`config.mk`:
```
export PLATFORM = sky130hd
export DESIGN_NAME = layer_injector_flat
export DESIGN_NICKNAME = d
export VERILOG_FILES = /design/src/rtl/layer_injector_pkg.sv /design/src/rtl/layer_injector_if.sv /design/src/rtl/layer_fifo.sv /design/src/rtl/layer_injector.sv /design/src/flat_wrapper.sv
export SDC_FILE = /design/constraint.sdc
export NUM_CORES = 1
export LEC_CHECK = 0
export CAP_MARGIN = 10
export CORE_MARGIN = 2
export CORE_UTILIZATION = 45
export CTS_CLUSTER_SIZE = 16
export DETAILED_ROUTE_END_ITERATION = 8
export PLACE_DENSITY = 0.7
export REMOVE_ABC_BUFFERS = 1
export SYNTH_ARGS = -nofsm -noshare
export SYNTH_HDL_FRONTEND = slang
export SYNTH_SLANG_ARGS = --single-unit
```
`constraint.sdc`:
```
create_clock -name clk -period 3.57 [get_ports clk]
set_input_delay 0.714 -clock clk [delete_from_list [all_inputs] [get_ports clk]]
set_output_delay 0.714 -clock clk [all_outputs]
set_load 0.02 [all_outputs]
```
`src/rtl/layer_injector_pkg.sv`:
```
// ============================================================================
// Module : layer_injector_pkg
// Brief  : NoC flit geometry shared by the layer injector and layer endpoint.
// Rev    : 1.0  initial release
// ============================================================================
`default_nettype none

package layer_injector_pkg;

    localparam int FLIT_DATA_WIDTH     = 16;
    localparam int NUM_USER_RECV_PORTS = 4;
    localparam int FLIT_BUFFER_DEPTH   = 4;

    localparam int DEST_BITS       = $clog2(NUM_USER_RECV_PORTS);
    localparam int PAYLOAD_BITS    = FLIT_DATA_WIDTH - 1;
    localparam int FLIT_PORT_WIDTH = 2 + FLIT_DATA_WIDTH + DEST_BITS + 2;

    // The data field is {marker, payload}; the marker takes the top data bit.
    localparam int VALID_BIT   = FLIT_PORT_WIDTH - 1;
    localparam int TAIL_BIT    = FLIT_PORT_WIDTH - 2;
    localparam int DEST_MSB    = FLIT_PORT_WIDTH - 3;
    localparam int DEST_LSB    = FLIT_PORT_WIDTH - 2 - DEST_BITS;
    localparam int VC_MSB      = DEST_LSB - 1;
    localparam int VC_LSB      = DEST_LSB - 2;
    localparam int MARKER_BIT  = FLIT_DATA_WIDTH - 1;
    localparam int PAYLOAD_MSB = FLIT_DATA_WIDTH - 2;
    localparam int PAYLOAD_LSB = 0;

    typedef logic [DEST_BITS-1:0]       dest_t;
    typedef logic [PAYLOAD_BITS-1:0]    payload_t;
    typedef logic [FLIT_PORT_WIDTH-1:0] flit_t;

    typedef struct packed {
        dest_t    dest;
        payload_t payload;
    } fifo_word_t;

    function automatic flit_t build_flit(input dest_t dest, input payload_t payload);
        return {1'b1, 1'b1, dest, 2'b00, 1'b1, payload};
    endfunction

endpackage

`default_nettype wire

```
`src/rtl/layer_injector_if.sv`:
```
// ============================================================================
// Module : layer_injector_if
// Brief  : Producer-side valid/ready word channel into the layer injector.
// Rev    : 1.0  initial release
// ============================================================================
`default_nettype none

interface layer_injector_if;
    import layer_injector_pkg::*;

    logic     in_valid;
    logic     in_ready;
    payload_t in_data;
    dest_t    in_dest;

    modport master (output in_valid, output in_data, output in_dest, input in_ready);
    modport slave  (input in_valid, input in_data, input in_dest, output in_ready);

endinterface

`default_nettype wire

```
`src/rtl/layer_fifo.sv`:
```
// ============================================================================
// Module : layer_fifo
// Brief  : Parameterised synchronous FIFO with occupancy count.
// Rev    : 1.0  initial release
// ============================================================================
`default_nettype none

module layer_fifo #(
    parameter int WIDTH = 8,
    parameter int DEPTH = 4
) (
    input  wire logic                   clk,
    input  wire logic                   rst_n,
    input  wire logic                   push_i,
    input  wire logic                   pop_i,
    input  wire logic [WIDTH-1:0]       wdata_i,
    output logic      [WIDTH-1:0]       rdata_o,
    output logic                        full_o,
    output logic                        empty_o,
    output logic      [$clog2(DEPTH):0] count_o
);

    localparam int             PTR_W   = $clog2(DEPTH);
    localparam logic [PTR_W:0] DEPTH_C = (PTR_W + 1)'(DEPTH);

    logic [WIDTH-1:0] mem_q [DEPTH];
    logic [PTR_W-1:0] wr_ptr_q;
    logic [PTR_W-1:0] rd_ptr_q;
    logic [PTR_W:0]   count_q;
    logic [PTR_W:0]   count_d;
    logic             w_push;
    logic             w_pop;

    assign full_o  = (count_q == DEPTH_C);
    assign empty_o = (count_q == '0);
    assign count_o = count_q;
    assign rdata_o = mem_q[rd_ptr_q];
    assign w_push  = push_i && !full_o;
    assign w_pop   = pop_i && !empty_o;

    always_comb begin
        count_d = count_q;
        if (w_push && !w_pop) begin
            count_d = count_q + 1'b1;
        end else if (!w_push && w_pop) begin
            count_d = count_q - 1'b1;
        end
    end

    // Power-of-two depth lets the pointers wrap naturally.
    always_ff @(posedge clk or negedge rst_n) begin
        if (!rst_n) begin
            wr_ptr_q <= '0;
            rd_ptr_q <= '0;
            count_q  <= '0;
        end else begin
            count_q <= count_d;
            if (w_push) wr_ptr_q <= wr_ptr_q + 1'b1;
            if (w_pop)  rd_ptr_q <= rd_ptr_q + 1'b1;
        end
    end

    always_ff @(posedge clk) begin
        if (w_push) mem_q[wr_ptr_q] <= wdata_i;
    end

endmodule

`default_nettype wire

```
`src/rtl/layer_injector.sv`:
```
// ============================================================================
// Module : layer_injector
// Brief  : Buffers producer words and injects credit-gated single-flit packets.
// Rev    : 1.0  initial release
// ============================================================================
`default_nettype none

module layer_injector
    import layer_injector_pkg::*;
#(
    parameter int FIFO_DEPTH = 4,
    parameter int CREDITS    = FLIT_BUFFER_DEPTH
) (
    input  wire logic         clk,
    input  wire logic         rst_n,
    layer_injector_if.slave   prod,
    output logic              send_flit_o,
    output flit_t             flit_out_o,
    input  wire logic         credit_in_i,
    output logic [15:0]       sent_count_o,
    output logic              credit_err_o
);

    localparam int              CNT_W        = $clog2(FIFO_DEPTH) + 1;
    localparam int              CRED_W       = $clog2(CREDITS + 1);
    localparam logic [CNT_W-1:0]  FIFO_DEPTH_C = CNT_W'(FIFO_DEPTH);
    localparam logic [CRED_W-1:0] CREDITS_C    = CRED_W'(CREDITS);

    fifo_word_t        w_wdata;
    fifo_word_t        w_head;
    logic              w_full;
    logic              w_empty;
    logic [CNT_W-1:0]  w_count;
    logic              w_push;
    logic              w_inject;

    logic [CRED_W-1:0] credits_q, credits_d;
    logic              send_q, send_d;
    flit_t             flit_q, flit_d;
    logic [15:0]       sent_q, sent_d;
    logic              err_q, err_d;

    assign prod.in_ready = (w_count != FIFO_DEPTH_C);
    assign w_push        = prod.in_valid && !w_full;
    assign w_wdata       = '{dest: prod.in_dest, payload: prod.in_data};
    assign w_inject      = !w_empty && (credits_q != '0);

    layer_fifo #(
        .WIDTH ($bits(fifo_word_t)),
        .DEPTH (FIFO_DEPTH)
    ) u_fifo (
        .clk     (clk),
        .rst_n   (rst_n),
        .push_i  (w_push),
        .pop_i   (w_inject),
        .wdata_i (w_wdata),
        .rdata_o (w_head),
        .full_o  (w_full),
        .empty_o (w_empty),
        .count_o (w_count)
    );

    always_comb begin
        credits_d = credits_q;
        err_d     = err_q;
        send_d    = w_inject;
        sent_d    = sent_q;
        flit_d    = {1'b0, flit_q[FLIT_PORT_WIDTH-2:0]};
        // A simultaneous return and injection cancel out.
        if (credit_in_i && !w_inject) begin
            if (credits_q == CREDITS_C) begin
                err_d = 1'b1;
            end else begin
                credits_d = credits_q + 1'b1;
            end
        end else if (!credit_in_i && w_inject) begin
            credits_d = credits_q - 1'b1;
        end
        if (w_inject) begin
            flit_d = build_flit(w_head.dest, w_head.payload);
            sent_d = sent_q + 16'd1;
        end
    end

    always_ff @(posedge clk or negedge rst_n) begin
        if (!rst_n) begin
            credits_q <= CREDITS_C;
            send_q    <= 1'b0;
            flit_q    <= '0;
            sent_q    <= '0;
            err_q     <= 1'b0;
        end else begin
            credits_q <= credits_d;
            send_q    <= send_d;
            flit_q    <= flit_d;
            sent_q    <= sent_d;
            err_q     <= err_d;
        end
    end

    assign send_flit_o  = send_q;
    assign flit_out_o   = flit_q;
    assign sent_count_o = sent_q;
    assign credit_err_o = err_q;

endmodule

`default_nettype wire
```
`src/flat_wrapper.sv`:
```
// flat-port wrapper written by rule: the top's interface ports become plain ports
module layer_injector_flat import layer_injector_pkg::*;
#(
    parameter int FIFO_DEPTH = 4,
    parameter int CREDITS    = FLIT_BUFFER_DEPTH
)
  (clk, rst_n, send_flit_o, flit_out_o, credit_in_i, sent_count_o, credit_err_o, prod_in_valid, prod_in_data, prod_in_dest, prod_in_ready);
  layer_injector_if prod_i ();
  input  wire logic clk;
  input  wire logic rst_n;
  output logic send_flit_o;
  output flit_t flit_out_o;
  input  wire logic credit_in_i;
  output logic [15:0] sent_count_o;
  output logic credit_err_o;
  input wire logic [$bits(prod_i.in_valid)-1:0] prod_in_valid;
  input wire logic [$bits(prod_i.in_data)-1:0] prod_in_data;
  input wire logic [$bits(prod_i.in_dest)-1:0] prod_in_dest;
  output wire logic [$bits(prod_i.in_ready)-1:0] prod_in_ready;
  assign prod_i.in_valid = prod_in_valid;
  assign prod_i.in_data = prod_in_data;
  assign prod_i.in_dest = prod_in_dest;
  assign prod_in_ready = prod_i.in_ready;
  layer_injector #(.FIFO_DEPTH(FIFO_DEPTH), .CREDITS(CREDITS)) u_core (.clk(clk), .rst_n(rst_n), .prod(prod_i), .send_flit_o(send_flit_o), .flit_out_o(flit_out_o), .credit_in_i(credit_in_i), .sent_count_o(sent_count_o), .credit_err_o(credit_err_o));
endmodule
```
Word-level counts from Yosys, hierarchy flattened
Memories as Yosys holds them, arrays and structs flattened.
Cells that the tools add are included.
- register bits after elaboration: 48
- word-level logic and storage cells: 49
- bits in writable memories: 68
- memories: 1
- output and inout port bits: 41
- input bits: 21
- memories (name ; depth ; width ; read ports ; clocked after memory_dff ; wr ports ; RTL line ; source):
    u_core.u_fifo.mem_q ; 4 ; 17 ; 1 ; 0 ; 1 ; layer_fifo.sv:26 ; logic [WIDTH-1:0] mem_q [DEPTH];
- reductions and logical operators: 20
- equality and inequality tests: 4
- add/subtract/negate cells: 7
- mux-type cells: 8
- operators by type and width (kind ; count):
    $mux 22 ; 1
    $add 16x1->16 const B ; 1
    $mux 3 ; 5
    $logic_and 1x1->1 ; 8
    $add 3x1->3 const B ; 2
    $eq 3x3->1 const B ; 2
    $logic_not 1->1 ; 6
    $sub 3x1->3 const B ; 2
    $add 2x1->2 const B ; 2
    $reduce_and 2->1 ; 2
    $reduce_bool 2->1 ; 2
    $logic_not 3->1 ; 1
    $ne 3x3->1 const B ; 1
    $reduce_bool 3->1 ; 1
    $mux 1 ; 2
    $ne 2x2->1 const B ; 1

Logic depth before layout (Yosys ltp)
Gate-level depths: netlist (run 1).
- word-level depth: 8
- gate-level depth with buffers: 11
- mapped depth without buffers: 9

By module
Synthesis (run 1) repeated with hierarchy kept, for this count alone.
- cell total of the unflattened synthesis: 262
- area total of the unflattened synthesis: 4723.3 µm²
- by module, submodules not included (module ; area an instance (µm²) ; seq. area each (µm²) ; instances ; cells each):
    layer_fifo ; 2925.3 ; 2217.1 ; 1 ; 125
    layer_injector ; 1798.0 ; 977.2 ; 1 ; 137

Worst setup path before layout (run 1)
Ideal clock, no wire load.
- path type: reg2reg
- from: register u_core.credits_q[2]
- to: register u_core.u_fifo.count_q[1] (netlist: u_core.u_fifo.count_o[1])
- library setup time: 125 ps
- data required time: 3445 ps
- buffers on the path: 3
- period minus slack after synthesis: 2294 ps
- setup slack: 1276 ps
- cell stages (with the launch flop): 10
- arrival time: 2170 ps
- cell sequence: dfstp_2 -> buf_2 -> nor3_2 -> or2_4 -> buf_6 -> buf_2 -> ha_1 -> inv_1 -> fa_1 -> mux2_2
- longest elaborated chain between the ends: 6
- elaborated cells between the ends (all ways): 8
- classes of those cells: mux: 1; reduce/logical: 7
- RTL lines (item ; RTL line ; source):
    start: declaration ; layer_injector.sv:37 ; logic [CRED_W-1:0] credits_q, credits_d;
    start signal: assignment ; layer_injector.sv:93 ; credits_q <= credits_d;
    $reduce_bool 3->1 ; layer_injector.sv:46 ; assign w_inject = !w_empty && (credits_q != '0);
    $logic_and 1x1->1 ; layer_injector.sv:46 ;
    $logic_and 1x1->1 ; layer_fifo.sv:39 ; assign w_pop = pop_i && !empty_o;
    $logic_not 1->1 ; layer_fifo.sv:43 ; if (w_push && !w_pop) begin
    $logic_and 1x1->1 ; layer_fifo.sv:43 ;
    $mux 3 ; layer_fifo.sv:43 ;
    via u_core.u_fifo.count_d[1] ; layer_fifo.sv:30 ; logic [PTR_W:0] count_d;
    end signal: assignment ; layer_fifo.sv:57 ; count_q <= count_d;
    end: declaration ; layer_fifo.sv:29 ; logic [PTR_W:0] count_q;
The timed path passes the listed nets, and every way through them passes these cells.
A chain may end at the register's enable or synchronous reset.

Worst setup path after layout (run 1)
- from: register u_core.u_fifo.count_q[0] (netlist: u_core.u_fifo.count_o[0])
- to: output port prod_in_ready
- longest elaborated chain between the ends: 1
- RTL lines (item ; RTL line ; source):
    $ne 3x3->1 ; layer_injector.sv:43 ; assign prod.in_ready = (w_count != FIFO_DEPTH_C);
    end: declaration ; flat_wrapper.sv:19 ; output wire logic [$bits(prod_i.in_ready)-1:0] prod_in_ready;
Every way passes these cells.

==> flow_metrics.env, run 1 <==
export IMPL_period_share=0.712
export IMPL_worstMarginPinSlew_ns=1.06
export IMPL_viasPerCell=5.15
export IMPL_r2r_start="u_core.credits_q[1]"
export IMPL_synth_seq_cells=114
export IMPL_drc_errors=0
export IMPL_max_freq_ghz=0.393
export IMPL_maxCapViolCount=0
export IMPL_wire_per_inst_um=16.8
export IMPL_fp_dieW_um=105
export IMPL_criticalPathCategory="flop to output port"
export IMPL_p_leak_nw=2.24
export IMPL_ys_top_cells_by_area="edfxtp_1 45%, dfrtp_1 25%, mux4_2 8.4%, nand2_1 5.2%, xnor2_1 3.2%"
export IMPL_wl_um=8570
export IMPL_boundaryPins=62
export IMPL_cts_setup_buffers=0
export IMPL_portBuffers=59
export IMPL_rows=36
export IMPL_multi_input_area_sq_mm=0.00128
export IMPL_synth_edf_count=68
export IMPL_finalSetupTns_ns=0
export IMPL_fillers=775
export IMPL_cp_max_fo=6
export IMPL_hold_buffers=0
export IMPL_endpoint_kind="output port"
export IMPL_synth_area_leader_cell="edfxtp_1"
export IMPL_setup_violations=0
export IMPL_synthTopCellsByCount="68 x edfxtp_1, 64 x nand2_1, 45 x dfrtp_1"
export IMPL_postPlaceCellArea_sq_mm=0.00528
export IMPL_drive_above_1_share=0.160
export IMPL_worstPathArrival_ns=1.83
export IMPL_drt_pass1_iter_count=4
export IMPL_ff2ff_path_depth=8
export IMPL_drt_iter0_drc=129
export IMPL_ys_warn_count=0
export IMPL_finalHoldViolCount=0
export IMPL_cts_resized_gates=0
export IMPL_track_usage=0.171
export IMPL_final_area_sq_mm=0.00583
export IMPL_powerDensity_mw_per_mm2=929
export IMPL_startpoint_type="flop"
export IMPL_antenna_cells=0
export IMPL_required_ns=2.86
export IMPL_cts_buffers=17
export IMPL_synthesis_instances=294
export IMPL_layout_min_cycle_time_ns=2.54
export IMPL_hp_class="input pin to asynchronous set/reset pin"
export IMPL_ff2ff_setup_slack_ns=1.09
export IMPL_grt_overflow=0
export IMPL_antenna_found_initial=0
export IMPL_ir_drop_mv=0.593
export IMPL_clkTransAtPathRegs_ns=0.06
export IMPL_grt_pass1_vias=2699
export IMPL_synthArstFlopShare=0.404
export IMPL_grt_max_degree=47
export IMPL_r2r_end="u_core.u_fifo.count_o[2]"
export IMPL_outcome="completed"
export IMPL_die_area_sq_mm=0.0110
export IMPL_slew_violations=0
export IMPL_ff_latch_area_sq_mm=0.00319
export IMPL_synthFlopType="edfxtp_1"
export IMPL_via_count=2620
export IMPL_grt_pass1_wl_um=14000
export IMPL_start_util=0.467
export IMPL_h_tree_depth=4
export IMPL_clk_latency_ns=0.51
export IMPL_gp_congestion=0.817
export IMPL_hold_slack_ns=0.393
export IMPL_finClkSkew_ns=0.0105
export IMPL_synth_most_common_cell="edfxtp_1"
export IMPL_clockBufferDepth=2
export IMPL_synth_top_area_frac=0.446
export IMPL_cts_tree="built"
export IMPL_slew_headroom=0.294
export IMPL_syn_area_sq_mm=0.00458
export IMPL_power_mw=5.41
export IMPL_core_sq_mm=0.00982
export IMPL_yosysSeqAreaShare=0.697
export IMPL_cts_root_buffer="clkbuf_8"
export IMPL_area_delta_synth_final_pct=27.1
export IMPL_grt_setup_unrepaired="false"
export IMPL_avgSynthCellArea_sq_um=15.6
export IMPL_ys_types=39
export IMPL_clock_sinks=114
export IMPL_detail_route_antenna_nets=0
export IMPL_utilization=0.593
export IMPL_chipHeight_um=105
export IMPL_detailed_place_hpwl_um=5190
export IMPL_nNetsFinal=392
power breakdown:
| part | total [mW] | switching, mW | internal (mW) |
|---|---|---|---|
| Sequential | 2.13 | 0.321 | 1.80 |
| Clock | 1.54 | 0.559 | 0.983 |
| Combinational | 1.74 | 0.917 | 0.826 |
| Total | 5.41 | 1.80 | 3.61 |
critical path, stage by stage (launching register included):
cell	delay, ns
dfrtp_1	0.46
nor2_1	0.08
nand2_1	0.15
clkdlybuf4s50_1	0.63
cells by family (layout without fill, tap and decap cells):
logic type | Yosys count | count (layout) | synth area share
AO/OA/AOI/OAI | 9 | 9 | 0.0150
adder cells (fa/ha/maj) | 8 | 8 | 0.0251
buffers and inverters | 20 | 101 | 0.0246
multiplexers | 20 | 20 | 0.0907
XOR/XNOR | 22 | 22 | 0.0421
flip-flops | 114 | 114 | 0.697
other | 1 | 2 | 0.000818
AND/OR/NAND/NOR | 100 | 100 | 0.105
metal layers:
layer | part of all wire | up-vias | global-route usage | wire length (um)
met4 | 0.017 | 0 | 0.0667 | 149
li1 | - | 1199 | - | -
met5 | 0 | - | 0 | 0
met1 | 0.42 | 1321 | 0.216 | 3630
met3 | 0.049 | 14 | 0.0580 | 424
met2 | 0.51 | 86 | 0.273 | 4370
how the worst max path moves through the flow:
| stage | from | end | slack [ns] | cells after the start |
|---|---|---|---|---|
| after detailed placement | prod_in_valid | u_core.u_fifo.count_o[2] | 0.91 | 8 |
| after floorplan | u_core.u_fifo.count_o[0] | u_core.u_fifo.count_o[2] | 1.42 | 8 |
| final | u_core.u_fifo.count_o[0] | prod_in_ready | 1.03 | 3 |
| after CTS | u_core.u_fifo.count_o[0] | prod_in_ready | 1.00 | 3 |
| after global placement | prod_in_valid | u_core.u_fifo.count_o[2] | 1.01 | 8 |
| after global routing | u_core.u_fifo.count_o[0] | prod_in_ready | 0.90 | 3 |
layout by cell type (no fill, tap or decap), drive strengths merged, types with 3 or more instances in the layout:
cell type / n
xor2: 5
edfxtp: 68
ha: 6
mux4: 17
and3: 5
o21ai: 3
buf: 6
clkinv: 6
nor3: 5
nor2: 4
clkdlybuf4s50: 58
xnor2: 17
nand3: 7
nand2: 64
clkbuf: 21
inv: 5
nand4: 5
clkinvlp: 3
dfrtp: 45
nand2b: 3
through the flow:
| stage | cells | setup slack [ns] |
|---|---|---|
| finish | 509 | 1.03 |
| global route | 509 | 0.901 |
| CTS | 509 | 1.00 |
| detailed placement | 477 | 0.914 |
| global placement | 477 | 1.01 |
| floorplan | 280 | 1.42 |
flip-flops by register name, indices dropped and copies added, names as in the netlist:
register / flops
u_core.u_fifo.rd_ptr_q: 2
u_core.sent_count_o: 16
u_core.u_fifo.mem_q: 68
u_core.u_fifo.count_o: 3
u_core.flit_out_o: 19
u_core.u_fifo.wr_ptr_q: 2
u_core.credits_q: 3
u_core.credit_err_o: 1
cell type report:
cell class / instances / area share
Sequential cell: 114 / 0.548
Multi-Input combinational cell: 161 / 0.220
Timing Repair Buffer: 64 / 0.107
Clock buffer: 21 / 0.0737
Tap cell: 133 / 0.0286
Clock inverter: 11 / 0.0198
Inverter: 5 / 0.00322
(Power assumes the default switching activity.)
==> inputs of run 2 (changes only) <==
Settings changed: PLACE_DENSITY 0.7 to 0.73.
Clock period 3.57 ns to 2.18 ns, I/O delays scaled along.
==> flow_metrics.env, run 2 (synthesis gave the netlist of run 1 again) <==
export IMPL_outcome="completed"
export IMPL_finClkSkew_ns=0.00748
export IMPL_drive_above_1_share=0.196
export IMPL_clkTransAtPathRegs_ns=0.06
export IMPL_ff2ff_setup_slack_ns=0.18
export IMPL_worstPathBufferInverterCount=1
export IMPL_die_area_sq_mm=0.0110
export IMPL_slew_headroom=0.582
export IMPL_viasPerCell=5.02
export IMPL_rows=36
export IMPL_clockPowerShare=0.299
export IMPL_dp_cells=489
export IMPL_boundaryPins=62
export IMPL_seqPwrFrac=0.358
export IMPL_met3_length_um=363
export IMPL_nNetsFinal=404
export IMPL_crit_family="buffers and inverters"
export IMPL_antenna_found_initial=0
export IMPL_grt_pass1_vias=2742
export IMPL_drc_errors=0
export IMPL_setup_violations=0
export IMPL_mostFrequentLayoutCell="edfxtp_1"
export IMPL_grt_overflow=0
export IMPL_p_switching_mw=3.02
export IMPL_period_share=0.940
export IMPL_grt_max_degree=47
export IMPL_ff2ff_path_depth=8
export IMPL_drt_iter0_drc=99
export IMPL_multi_input_area_sq_mm=0.00128
export IMPL_track_usage=0.168
export IMPL_endpoint_kind="output port"
export IMPL_layout_common_cells="68 x edfxtp_1, 64 x nand2_1, 57 x clkdlybuf4s50_1, 44 x dfrtp_1"
export IMPL_p_comb_frac=0.342
export IMPL_r2r_start="u_core.credits_q[0]"
export IMPL_top_layer="met4"
export IMPL_hp_class="input pin to asynchronous set/reset pin"
export IMPL_core_sq_mm=0.00982
export IMPL_detailed_place_hpwl_um=5360
export IMPL_cts_buffers=17
export IMPL_antenna_cells=0
export IMPL_start_util=0.467
export IMPL_largest_reg_flops=68
export IMPL_maxCapViolCount=0
export IMPL_wire_per_inst_um=16.3
export IMPL_worstPathArrival_ns=1.61
export IMPL_finalHoldViolCount=0
export IMPL_required_ns=1.74
export IMPL_setup_ws_ns=0.130
export IMPL_wl_met2_um=4330
export IMPL_powerDensity_mw_per_mm2=1550
export IMPL_cp_max_fo=6
export IMPL_ff_latch_area_sq_mm=0.00320
export IMPL_gp_congestion=0.794
export IMPL_critical_path_endpoint="sent_count_o[0]"
export IMPL_cp_startpoint="u_core.sent_count_o[0]"
export IMPL_ir_drop_mv=0.853
export IMPL_stdcell_count=521
export IMPL_max_freq_ghz=0.488
export IMPL_drt_pass1_iter_count=4
export IMPL_p_leak_nw=2.35
export IMPL_power_mw=9.37
export IMPL_via_count=2617
export IMPL_portBuffers=59
export IMPL_wl_um=8470
export IMPL_critPathSlowestCell="clkdlybuf4s50_1"
export IMPL_clk_latency_ns=0.50
export IMPL_startpoint_type="flop"
export IMPL_chipHeight_um=105
export IMPL_clock_sinks=114
export IMPL_cts_tree="built"
export IMPL_cp_depth=1
export IMPL_h_tree_depth=4
export IMPL_internal_power_mw=6.35
export IMPL_fillers=772
export IMPL_drt_met1_wl_um=3700
export IMPL_slew_violations=0
export IMPL_grt_setup_unrepaired="false"
export IMPL_sw_frac_of_total=0.322
export IMPL_detail_route_antenna_nets=0
export IMPL_fp_dieW_um=105
export IMPL_area_delta_synth_final_pct=32.0
export IMPL_criticalPathCategory="flop to output port"
export IMPL_worstMarginPinSlew_ns=0.627
export IMPL_largest_register="u_core.u_fifo.mem_q"
export IMPL_cts_root_buffer="clkbuf_8"
export IMPL_pre_cts_ws_ns=-0.0478
export IMPL_layout_min_cycle_time_ns=2.05
export IMPL_clockBufferDepth=2
export IMPL_max_stage_delay_ns=0.65
export IMPL_finalSetupTns_ns=0
export IMPL_r2r_end="u_core.u_fifo.count_o[2]"
export IMPL_crit_chain="clkdlybuf4s50_1"
export IMPL_grt_pass1_wl_um=14000
-- run 2: cell types whose count changed in the layout (fill, tap and decap cells not counted), sizes merged --
| cell | before | now |
|---|---|---|
| clkinvlp | 3 | 2 |
| clkbuf | 21 | 19 |
| clkdlybuf4s50 | 58 | 57 |
| dlygate4sd2 | 0 | 1 |
| bufinv | 2 | 4 |
| inv | 5 | 6 |
| buf | 6 | 18 |
-- run 2: area by class of cell --
cell class | count | share of cell area
clock buffer | 19 | 0.0697
clock inverter | 13 | 0.0306
inverter | 5 | 0.00310
multi-input combinational | 161 | 0.212
sequential | 114 | 0.528
tap | 133 | 0.0275
timing repair buffer | 76 | 0.128
-- run 2: layer usage --
| metal | vias up | track usage |
|---|---|---|
| li1 | 1231 | - |
| met1 | 1309 | 0.208 |
| met2 | 70 | 0.277 |
| met3 | 7 | 0.0536 |
| met4 | 0 | 0.0610 |
| met5 | - | 0 |
-- run 2: what timing repair did --
action                                  in CTS  in global routing
gates cloned                                 0                  0
pin swaps                                    0                  1
setup buffers                                0                  0
gates resized for setup                      1                  2
hold buffers                                 0                  0
endpoints found under the setup margin       1                  1
-- run 2: per-stage QoR --
stage | utilization | hold slack, ns | instance area (sq um)
finish | 0.616 | 0.0342 | 6050
global route | 0.616 | 0.0743 | 6050
CTS | 0.615 | 0.0433 | 6040
detailed placement | 0.553 | 0.462 | 5430
global placement | 0.553 | 0.460 | 5430
floorplan | - | 0.140 | 4490
-- run 2: worst min path at each step --
stage / startpoint / to / cells after the start
2_1_floorplan: rst_n / u_core.credit_err_o / 0
3_3_place_gp: u_core.flit_out_o[4] / u_core.flit_out_o[4] / 2
3_5_place_dp: u_core.flit_out_o[1] / u_core.flit_out_o[1] / 2
4_1_cts: rst_n / u_core.sent_count_o[10] / 2
5_1_grt: rst_n / u_core.sent_count_o[8] / 2
6_report: rst_n / u_core.sent_count_o[8] / 2
-- run 2: power groups by stage --
stage          clock network [mW]  logic (mW)  registers [mW]
2_1_floorplan                   0        1.50            3.73
3_3_place_gp                    0        3.17            3.36
3_5_place_dp                    0        3.25            3.39
4_1_cts                      2.86        3.25            3.36
5_1_grt                      2.96        3.55            3.43
6_report                     2.80        3.21            3.36
-- run 2: worst reg2reg max path, cell delays in order, from the launching register on --
cell	delay, ns
dfrtp_1	0.40
nor3_4	0.27
or2_4	0.21
ha_1	0.19
inv_1	0.06
fa_1	0.37
xor2_1	0.15
nor2_1	0.12
xor2_1	0.15
